**src/rtl/alu_pkg.sv**
```systemverilog
// Shared definitions for the ALU issue controller:
// op codes, op classification and FSM state encoding.
package alu_pkg;

    localparam logic [3:0] OP_AND    = 4'b0000;
    localparam logic [3:0] OP_OR     = 4'b0001;
    localparam logic [3:0] OP_ADD    = 4'b0010;
    localparam logic [3:0] OP_XNOR   = 4'b0101;
    localparam logic [3:0] OP_SUB    = 4'b0110;
    localparam logic [3:0] OP_LSL    = 4'b0111;
    localparam logic [3:0] OP_LSR    = 4'b1000;
    localparam logic [3:0] OP_STC    = 4'b1001;
    localparam logic [3:0] OP_SUBSTR = 4'b1010;

    typedef enum logic [1:0] {
        ST_IDLE,
        ST_EXEC,
        ST_RESP
    } state_t;

    function automatic logic is_legal_op(input logic [3:0] op);
        case (op)
            OP_AND, OP_OR, OP_ADD, OP_XNOR,
            OP_SUB, OP_LSL, OP_LSR, OP_STC: return 1'b1;
            default:                        return 1'b0;
        endcase
    endfunction

    // Cycles the operands must be held before the result is sampled.
    function automatic int unsigned op_latency(
        input logic [3:0]  op,
        input int unsigned stc_lat
    );
        return (op == OP_STC) ? stc_lat : 1;
    endfunction

endpackage

```
**src/rtl/alu_issue_ctrl.sv**
```systemverilog
// Request sequencer for the datapath ALU: registers operands,
// waits the op latency, then holds the captured response.
module alu_issue_ctrl
    import alu_pkg::*;
#(
    parameter int unsigned DATA_WIDTH  = 64,
    parameter int unsigned TAG_WIDTH   = 4,
    parameter int unsigned STC_LATENCY = 2
) (
    input  logic                  clock,
    input  logic                  reset,
    input  logic                  req_valid_i,
    output logic                  req_ready_o,
    input  logic [3:0]            req_op_i,
    input  logic [DATA_WIDTH-1:0] req_a_i,
    input  logic [DATA_WIDTH-1:0] req_b_i,
    input  logic                  req_cin_i,
    input  logic [TAG_WIDTH-1:0]  req_tag_i,
    output logic [DATA_WIDTH-1:0] alu_in1_o,
    output logic [DATA_WIDTH-1:0] alu_in2_o,
    output logic [3:0]            aluctrl_o,
    output logic                  cin_o,
    input  logic [DATA_WIDTH-1:0] alu_res_i,
    input  logic                  alu_cout_i,
    input  logic                  alu_gt_i,
    input  logic                  alu_lt_i,
    input  logic                  alu_eq_i,
    output logic                  rsp_valid_o,
    input  logic                  rsp_ready_i,
    output logic [DATA_WIDTH-1:0] rsp_data_o,
    output logic                  rsp_cout_o,
    output logic                  rsp_gt_o,
    output logic                  rsp_lt_o,
    output logic                  rsp_eq_o,
    output logic                  rsp_illegal_o,
    output logic [TAG_WIDTH-1:0]  rsp_tag_o
);

    localparam int CW = $clog2(STC_LATENCY + 1);

    state_t               state;
    logic [CW-1:0]        cnt;
    logic [CW-1:0]        last_cnt;
    logic [TAG_WIDTH-1:0] tag_q;
    logic                 is_add;
    logic                 is_sub;

    // aluctrl_o doubles as the registered op of the request in flight.
    assign last_cnt = CW'(op_latency(aluctrl_o, STC_LATENCY) - 1);
    assign is_add   = (aluctrl_o == OP_ADD);
    assign is_sub   = (aluctrl_o == OP_SUB);

    assign req_ready_o = reset && (state == ST_IDLE);

    always_ff @(posedge clock or negedge reset) begin
        if (!reset) begin
            state         <= ST_IDLE;
            cnt           <= '0;
            tag_q         <= '0;
            alu_in1_o     <= '0;
            alu_in2_o     <= '0;
            aluctrl_o     <= '0;
            cin_o         <= 1'b0;
            rsp_valid_o   <= 1'b0;
            rsp_data_o    <= '0;
            rsp_cout_o    <= 1'b0;
            rsp_gt_o      <= 1'b0;
            rsp_lt_o      <= 1'b0;
            rsp_eq_o      <= 1'b0;
            rsp_illegal_o <= 1'b0;
            rsp_tag_o     <= '0;
        end else begin
            unique case (state)
                ST_IDLE: begin
                    if (req_valid_i) begin
                        tag_q <= req_tag_i;
                        if (is_legal_op(req_op_i)) begin
                            alu_in1_o <= req_a_i;
                            alu_in2_o <= req_b_i;
                            aluctrl_o <= req_op_i;
                            cin_o     <= req_cin_i;
                            cnt       <= '0;
                            state     <= ST_EXEC;
                        end else begin
                            // Illegal ops never reach the ALU.
                            rsp_valid_o   <= 1'b1;
                            rsp_data_o    <= '0;
                            rsp_cout_o    <= 1'b0;
                            rsp_gt_o      <= 1'b0;
                            rsp_lt_o      <= 1'b0;
                            rsp_eq_o      <= 1'b0;
                            rsp_illegal_o <= 1'b1;
                            rsp_tag_o     <= req_tag_i;
                            state         <= ST_RESP;
                        end
                    end
                end
                ST_EXEC: begin
                    if (cnt == last_cnt) begin
                        rsp_valid_o   <= 1'b1;
                        rsp_data_o    <= (aluctrl_o == OP_STC)
                                       ? {{(DATA_WIDTH-1){1'b0}}, alu_res_i[0]}
                                       : alu_res_i;
                        rsp_cout_o    <= (is_add || is_sub) && alu_cout_i;
                        rsp_gt_o      <= is_sub && alu_gt_i;
                        rsp_lt_o      <= is_sub && alu_lt_i;
                        rsp_eq_o      <= is_sub && alu_eq_i;
                        rsp_illegal_o <= 1'b0;
                        rsp_tag_o     <= tag_q;
                        state         <= ST_RESP;
                    end else begin
                        cnt <= cnt + 1'b1;
                    end
                end
                ST_RESP: begin
                    if (rsp_ready_i) begin
                        rsp_valid_o <= 1'b0;
                        state       <= ST_IDLE;
                    end
                end
                default: state <= ST_IDLE;
            endcase
        end
    end

endmodule

```
**config.mk**
```make
export PLATFORM = sky130hd
export DESIGN_NAME = alu_issue_ctrl
export DESIGN_NICKNAME = d
export VERILOG_FILES = /design/src/rtl/alu_pkg.sv /design/src/rtl/alu_issue_ctrl.sv
export SDC_FILE = /design/constraint.sdc
export NUM_CORES = 1
export LEC_CHECK = 0
export ABC_AREA = 1
export CAP_MARGIN = 20
export CELL_PAD_IN_SITES_DETAIL_PLACEMENT = 0
export CELL_PAD_IN_SITES_GLOBAL_PLACEMENT = 1
export CORE_MARGIN = 3
export CORE_UTILIZATION = 30
export CTS_CLUSTER_DIAMETER = 120
export DETAILED_ROUTE_END_ITERATION = 10
export HOLD_SLACK_MARGIN = 0.08
export PLACE_DENSITY = 0.85
export SLEW_MARGIN = 40
export SYNTH_ARGS = -nofsm -noshare
export SYNTH_HDL_FRONTEND = slang
export SYNTH_SLANG_ARGS = --single-unit
```
**constraint.sdc**
```tcl
create_clock -name clock -period 1.9 [get_ports clock]
set_input_delay 0.38 -clock clock [delete_from_list [all_inputs] [get_ports clock]]
set_output_delay 0.38 -clock clock [all_outputs]
set_load 0.05 [all_outputs]
```
==> results of run 1 <==
==> sequential cells by signal (all words and copies together) (netlist names) <==
name           count
rsp_gt_o           1
rsp_tag_o          4
aluctrl_o          4
rsp_cout_o         1
tag_q              4
rsp_data_o        64
rsp_illegal_o      1
alu_in2_o         64
rsp_eq_o           1
alu_in1_o         64
cnt                2
rsp_valid_o        1
cin_o              1
state              2
rsp_lt_o           1
==> path summary, 6_finish.rpt <==
| check | from | endpoint | slack [ps] | cells after the start |
|---|---|---|---|---|
| worst max-delay path | state[0]$_DFFE_PN0P_ | req_ready_o | 70 | 4 |
| worst min register to register | alu_in1_o[56]$_DFFE_PN0P_ | alu_in1_o[56]$_DFFE_PN0P_ | 460 | 2 |
| worst min-delay path | reset | rsp_data_o[17]$_DFFE_PN0P_ | 230 | 2 |
| min in group clock | req_a_i[1] | alu_in1_o[1]$_DFFE_PN0P_ | 410 | 3 |
| max in group asynchronous | reset | alu_in1_o[59]$_DFFE_PN0P_ | 840 | 3 |
| worst max register to register | aluctrl_o[1]$_DFFE_PN0P_ | rsp_data_o[32]$_DFFE_PN0P_ | 190 | 8 |
==> what timing repair did <==
item,4_1_cts,5_1_grt
endpoints found under the hold margin,215,0
buffers inserted,1,0
resized for setup,82,1
gates cloned,0,1
endpoints found under the setup margin,80,1
hold buffers,1,0
==> layout by cell type, fill, tap and decap left out, types with 19 or more instances in the layout <==
cell	n
buf_12	21
inv_1	19
dlygate4sd2_1	79
clkbuf_16	26
clkdlybuf4s50_1	207
buf_4	157
dfrtp_1	214
nand4_1	72
nand2_1	495
nand3_1	136
nor2_1	73
==> worst max-delay path, cell delays in order, from the launching register on <==
cell	delay [ps]
dfrtp_1	400
nor2_2	150
inv_2	90
nor2_2	130
buf_12	150
==> cells by family (layout without fill, tap and decap cells) <==
group | Yosys count | count (layout) | synth area share
simple gates | 787 | 787 | 0.359
flops | 215 | 215 | 0.581
buf+inv | 110 | 531 | 0.0512
compound gates | 15 | 15 | 0.00811
xor+xnor | 1 | 1 | 0.000946
other cells | 0 | 2 | 0
==> per-layer routing <==
metal / part of all wire / GRT usage
met5: 0 / 0
met4: 0.023 / 0.0518
met3: 0.097 / 0.0593
met2: 0.48 / 0.322
met1: 0.40 / 0.239
==> power breakdown <==
group	internal, uW	switching (uW)	leakage, uW	total (uW)
Clock	2640	1920	0.000381	4560
Combinational	3920	9970	0.00449	13900
Sequential	6370	1040	0.00277	7400
==> cell type report <==
class	instances	area, um2
repair buffers	467	4410
well taps	390	488
fillers	2914	15400
flip-flops and latches	215	5380
clock buffers	36	727
clock inverters	7	41.3
diodes	2	5.00
inverters	21	78.8
multi-input cells	803	3450
==> through the flow <==
step	total power, uW	TNS [ps]	instances	setup slack (ps)	cell area (um2)
floorplan	16400	0	1128	136	9260
global placement	21700	-139	1893	-27.0	13900
detailed placement	21900	-1570	1893	-60.3	13900
CTS	26100	0	1938	39.3	14600
global route	27200	0	1941	10.3	14600
finish	25900	0	1941	73.6	14600
==> impl_results.md, run 1 <==
- Synth area leaders: dfrtp_1 (58%), nand2_1 (20%), nand3_1 (7.4%)
- First-pass GRT wire length: 51900 um
- CORE AREA: between 30000 and 40000 um2
- Ys Warns: 0
- Post-DR wirelength/cell: 17.0 um
- EDFF count, synth: 0
- Tmin final: 1830 ps
- Worst skew pair latency: approximately 530 ps
- # DRC: 0
- Layout cell share with drive strength beyond 1: 0.149
- Vias in the first global route: around 9.4k
- Final nets: 1742
- Global placement routability congestion: roughly 0.80
- Grt total ovfl: 0
- Critical path data required time: 1520 ps
- Sequential element share of the synthesized area: 0.581
- Initial DRC count: approximately 500
- Row cnt: 63
- Total clock buffers created by CTS: 25
- PD cells: 1770 nW/um2
- Area leader, netlist: dfrtp_1
- Final core utilization: 0.486
- Setup Skew: ~15 ps
- IO Pins: 417
- Achievable frequency: approximately 550 MHz
- I/O Buffers: roughly 420
- CTS H-Tree Depth: 1
- Cell with the most instances after synthesis: nand2_1
- HPWL Detailed: 23400 um
- Yosys reg bits: roughly 220
- Critical path class: reg2out
- Worst-margin pin slew: roughly 640 ps
- Worst setup SP type: register
- Synth top area share: 0.581
- Tcrit/Tclk final: 0.961
- Worst Hold Class: in2async
- Post-synth net total: around 1.3k
- Worst Setup End Kind: primary output
- Asr flop ratio synth: 1.00
- Most frequent cells after synthesis: nand2_1 (499), dfrtp_1 (215), nand3_1 (136)
- Distinct cells, synth: 17
- Syn_area_per_cell: roughly 8.2 um2
- Syn-to-layout area delta: 57.5%
- Root Driver: clkbuf_16
- Worst-path fanout max: 3
- Slew Limit Fails: 0
- Hold slack: 234 ps
- Die ar.: 33000 um2
- CTS Buffer Depth: 3
- Routed Antenna Nets: 0
- RSZ-0062 raised after global routing: no
- CTS clk-pin slew, worst paths: 60 ps
- Routed WL: ~33000 um
- Largest net degree at the start of global routing: between 100 and 150
- Status: completed
- Initial Util: 0.308
- Vias per cell: 4.77
- Cells after Synth: between 1k and 1.5k
- Vias: around 9k
- Initial antenna violation count: 2
- Pre-antenna DRT Iters: 5
- Max-Cap Viols: 0
- Relative slew slack: 0.570
- Leakage: roughly 0.0076 uW
- Die W: ~180 um
- GRT Total Usage: 0.191
- Cell area after synthesis: about 9300 um2
- Die Span Y: ~180 um
- Final setup fails: 0
- Clock Sinks: around 220
- Ys flop type: dfrtp_1
- TritonCTS clock tree: built
- Peak supply drop: 1.25 mV
- Hold Vio Cnt, Final: 0
- Arrival time worst endpoint: 1450 ps
(Power assumes the default switching activity.)
==> run 2: changes to the inputs <==
--- a/config.mk
+++ b/config.mk
@@ -15,6 +15,7 @@
 export DETAILED_ROUTE_END_ITERATION = 10
 export HOLD_SLACK_MARGIN = 0.08
 export PLACE_DENSITY = 0.85
+export SETUP_SLACK_MARGIN = 0.3
 export SLEW_MARGIN = 40
 export SYNTH_ARGS = -nofsm -noshare
 export SYNTH_HDL_FRONTEND = slang
==> run 2 against run 1 <==
Compared with the run above: sequential power is 4.7% higher; register-to-register slack worse by 60 ps; die area stayed put; clock power is 5.0% higher; worst hold slack better by 170 ps; non-clock buffer count is 94 higher; global-route usage is 1.7 points higher; clock skew is 8.5 ps higher; utilization is 9.0 points higher; count of clock-buffer cells in the layout is 2 lower; wire length is 24% higher.
==> impl_results.md, run 2 (synthesis gave the netlist of run 1 again) <==
- Arrival time worst endpoint: ~1400 ps
- First-pass GRT wire length: 55900 um
- Buf/Inv on CP: 2
- Setup Skew: 23.4 ps
- Pre-antenna DRT Iters: 6
- Vias: 10.2k
- Hold slack: roughly 410 ps
- Worst Hold Class: in2reg
- Slowest stage delay, CP: roughly 420 ps
- Most common cell after layout, fill and taps aside: nand2_1
- RSZ-0062 raised after global routing: yes
- Initial Util: 0.308
- Largest net degree at the start of global routing: 121
- FF/Latch Area: ~5400 um2
- CTS clk-pin slew, worst paths: approximately 60 ps
- Clock Sinks: 215
- Critical Path End: req_ready_o
- Slew Limit Fails: 0
- Global placement routability congestion: slightly below 0.8
- Routed WL: approximately 40000 um
- Layout cell share with drive strength beyond 1: 0.382
- R2r startpoint: state[1]$_DFFE_PN0P_
- # DRC: 0
- CORE AREA: 30000 um2
- Crit-path cells: nor2_4, inv_4, nor2_4, buf_12
- Hold Crit Start: req_b_i[47]
- Achievable frequency: 557 MHz
- Status: completed
- Die W: ~180 um
- Leakage: a little under 0.009 uW
- Crit path from: state[0]$_DFFE_PN0P_
- Final instance area: roughly 17000 um2
- Setup TNS Final: 0 ps
- Initial DRC count: 690
- Dpl cell area: ~14000 um2
- Relative slew slack: 0.494
- CTS H-Tree Depth: 1
- IO Pins: roughly 420
- Largest delay contributor family on the critical path: flip-flops
- Path depth of the worst reg2reg path: 9
- Crit path top cell by count: nor2_4
- Vias in the first global route: 9819
- Critical path data required time: between 1500 and 2000 ps
- Final setup fails: 0
- Critical path class: reg2out
- Row cnt: 63
- Multi-input combinational cell area: between 4000 and 5000 um2
- PD cells: between 1500 and 2000 nW/um2
- Worst Setup End Kind: primary output
- I/O Buffers: between 400 and 500
- Tmin final: around 1800 ps
- Met3 usage: 0.0631
- Total power draw: slightly above 30000 uW
- TritonCTS clock tree: built
- Worst path depth: 4
- GRT Total Usage: 0.208
- Post-DR wirelength/cell: 20.0 um
- Max-Cap Viols: 0
- Root Driver: clkbuf_16
- Worst flop-to-flop path endpoint: rsp_data_o[9]$_DFFE_PN0P_
- Worst-path fanout max: 3
- CP max stage cell: dfrtp_1
- Final nets: ~1.8k
- GR met1 Demand/Resource: 0.253
- Worst setup SP type: register
- Initial antenna violation count: 4
- FF-to-FF setup slack: 130 ps
- Met2 Usage GRT: 0.352
- Hold Vio Cnt, Final: 0
- Worst skew pair latency: about 530 ps
- Peak supply drop: 1.50 mV
- Die ar.: 33000 um2
- Die Span Y: ~180 um
- CTS Buffer Depth: 3
- Most frequent cells in the layout: nand2_1 (338), dfrtp_1 (210), clkdlybuf4s50_1 (207)
- Top Registers: alu_in1_o (64), alu_in2_o (64), rsp_data_o (64)
- Tcrit/Tclk final: 0.945
- HPWL Detailed: between 20000 and 25000 um
- GR peak layer: met2
- Worst-margin pin slew: 759 ps
- Fillers: roughly 2.6k
- Vias per cell: approximately 5.0
- Syn-to-layout area delta: 86.6%
- Total clock buffers created by CTS: 25
- Grt total ovfl: 0
- Routed Antenna Nets: 0
run 2: power by group:
group	switching, uW	internal [uW]	leakage, uW	total, uW
logic	11600	6610	0.00553	18200
registers	1370	6380	0.00276	7750
clock network	1930	2860	0.000401	4790
run 2: layout make-up:
type | count | area share
repair buffers | 561 | 0.346
flip-flops and latches | 215 | 0.312
clock inverters | 8 | 0.00543
diodes | 4 | 0.000579
multi-input cells | 807 | 0.262
well taps | 390 | 0.0282
clock buffers | 34 | 0.0411
inverters | 21 | 0.00492
run 2: stage by stage:
stage | std cells | setup WS (ps) | utilization
after global routing | 2040 | 35.8 | 0.575
after detailed placement | 1894 | -82.1 | 0.460
after CTS | 1984 | 104 | 0.510
after floorplan | 1128 | 259 | -
after global placement | 1894 | -73.1 | 0.460
final | 2040 | 105 | 0.575
run 2: what timing repair did:
action	CTS	global route
endpoints found under the setup margin	270	216
hold buffers	1	0
buffers inserted	27	18
pin swaps	22	106
gates cloned	20	34
resized for setup	376	319
hold endpoints to repair	215	0
run 2: routing by layer:
metal	up-vias	routed length, um	part of all wire
met4	0	1490	0.037
met2	524	19700	0.48
met1	4927	15600	0.38
met5	-	0	0
li1	4662	-	-
met3	110	3990	0.098
run 2: worst min path at each step:
stage	end	depth (start not counted)	slack, ps
final	alu_in2_o[47]$_DFFE_PN0P_	3	410
after floorplan	alu_in1_o[0]$_DFFE_PN0P_	0	80
after detailed placement	alu_in1_o[36]$_DFFE_PN0P_	2	460
after global routing	alu_in2_o[53]$_DFFE_PN0P_	3	390
after CTS	alu_in2_o[47]$_DFFE_PN0P_	3	380
after global placement	alu_in1_o[36]$_DFFE_PN0P_	2	450
run 2: worst register-to-register path, stage by stage, from the launching register on:
cell       delay [ps]
dfrtp_2           430
buf_6             140
nand3b_1          170
o21ai_4           100
nor2_4            150
nand3_4           180
buf_6             200
clkbuf_16         160
nand2_2            60
nand2_1            60
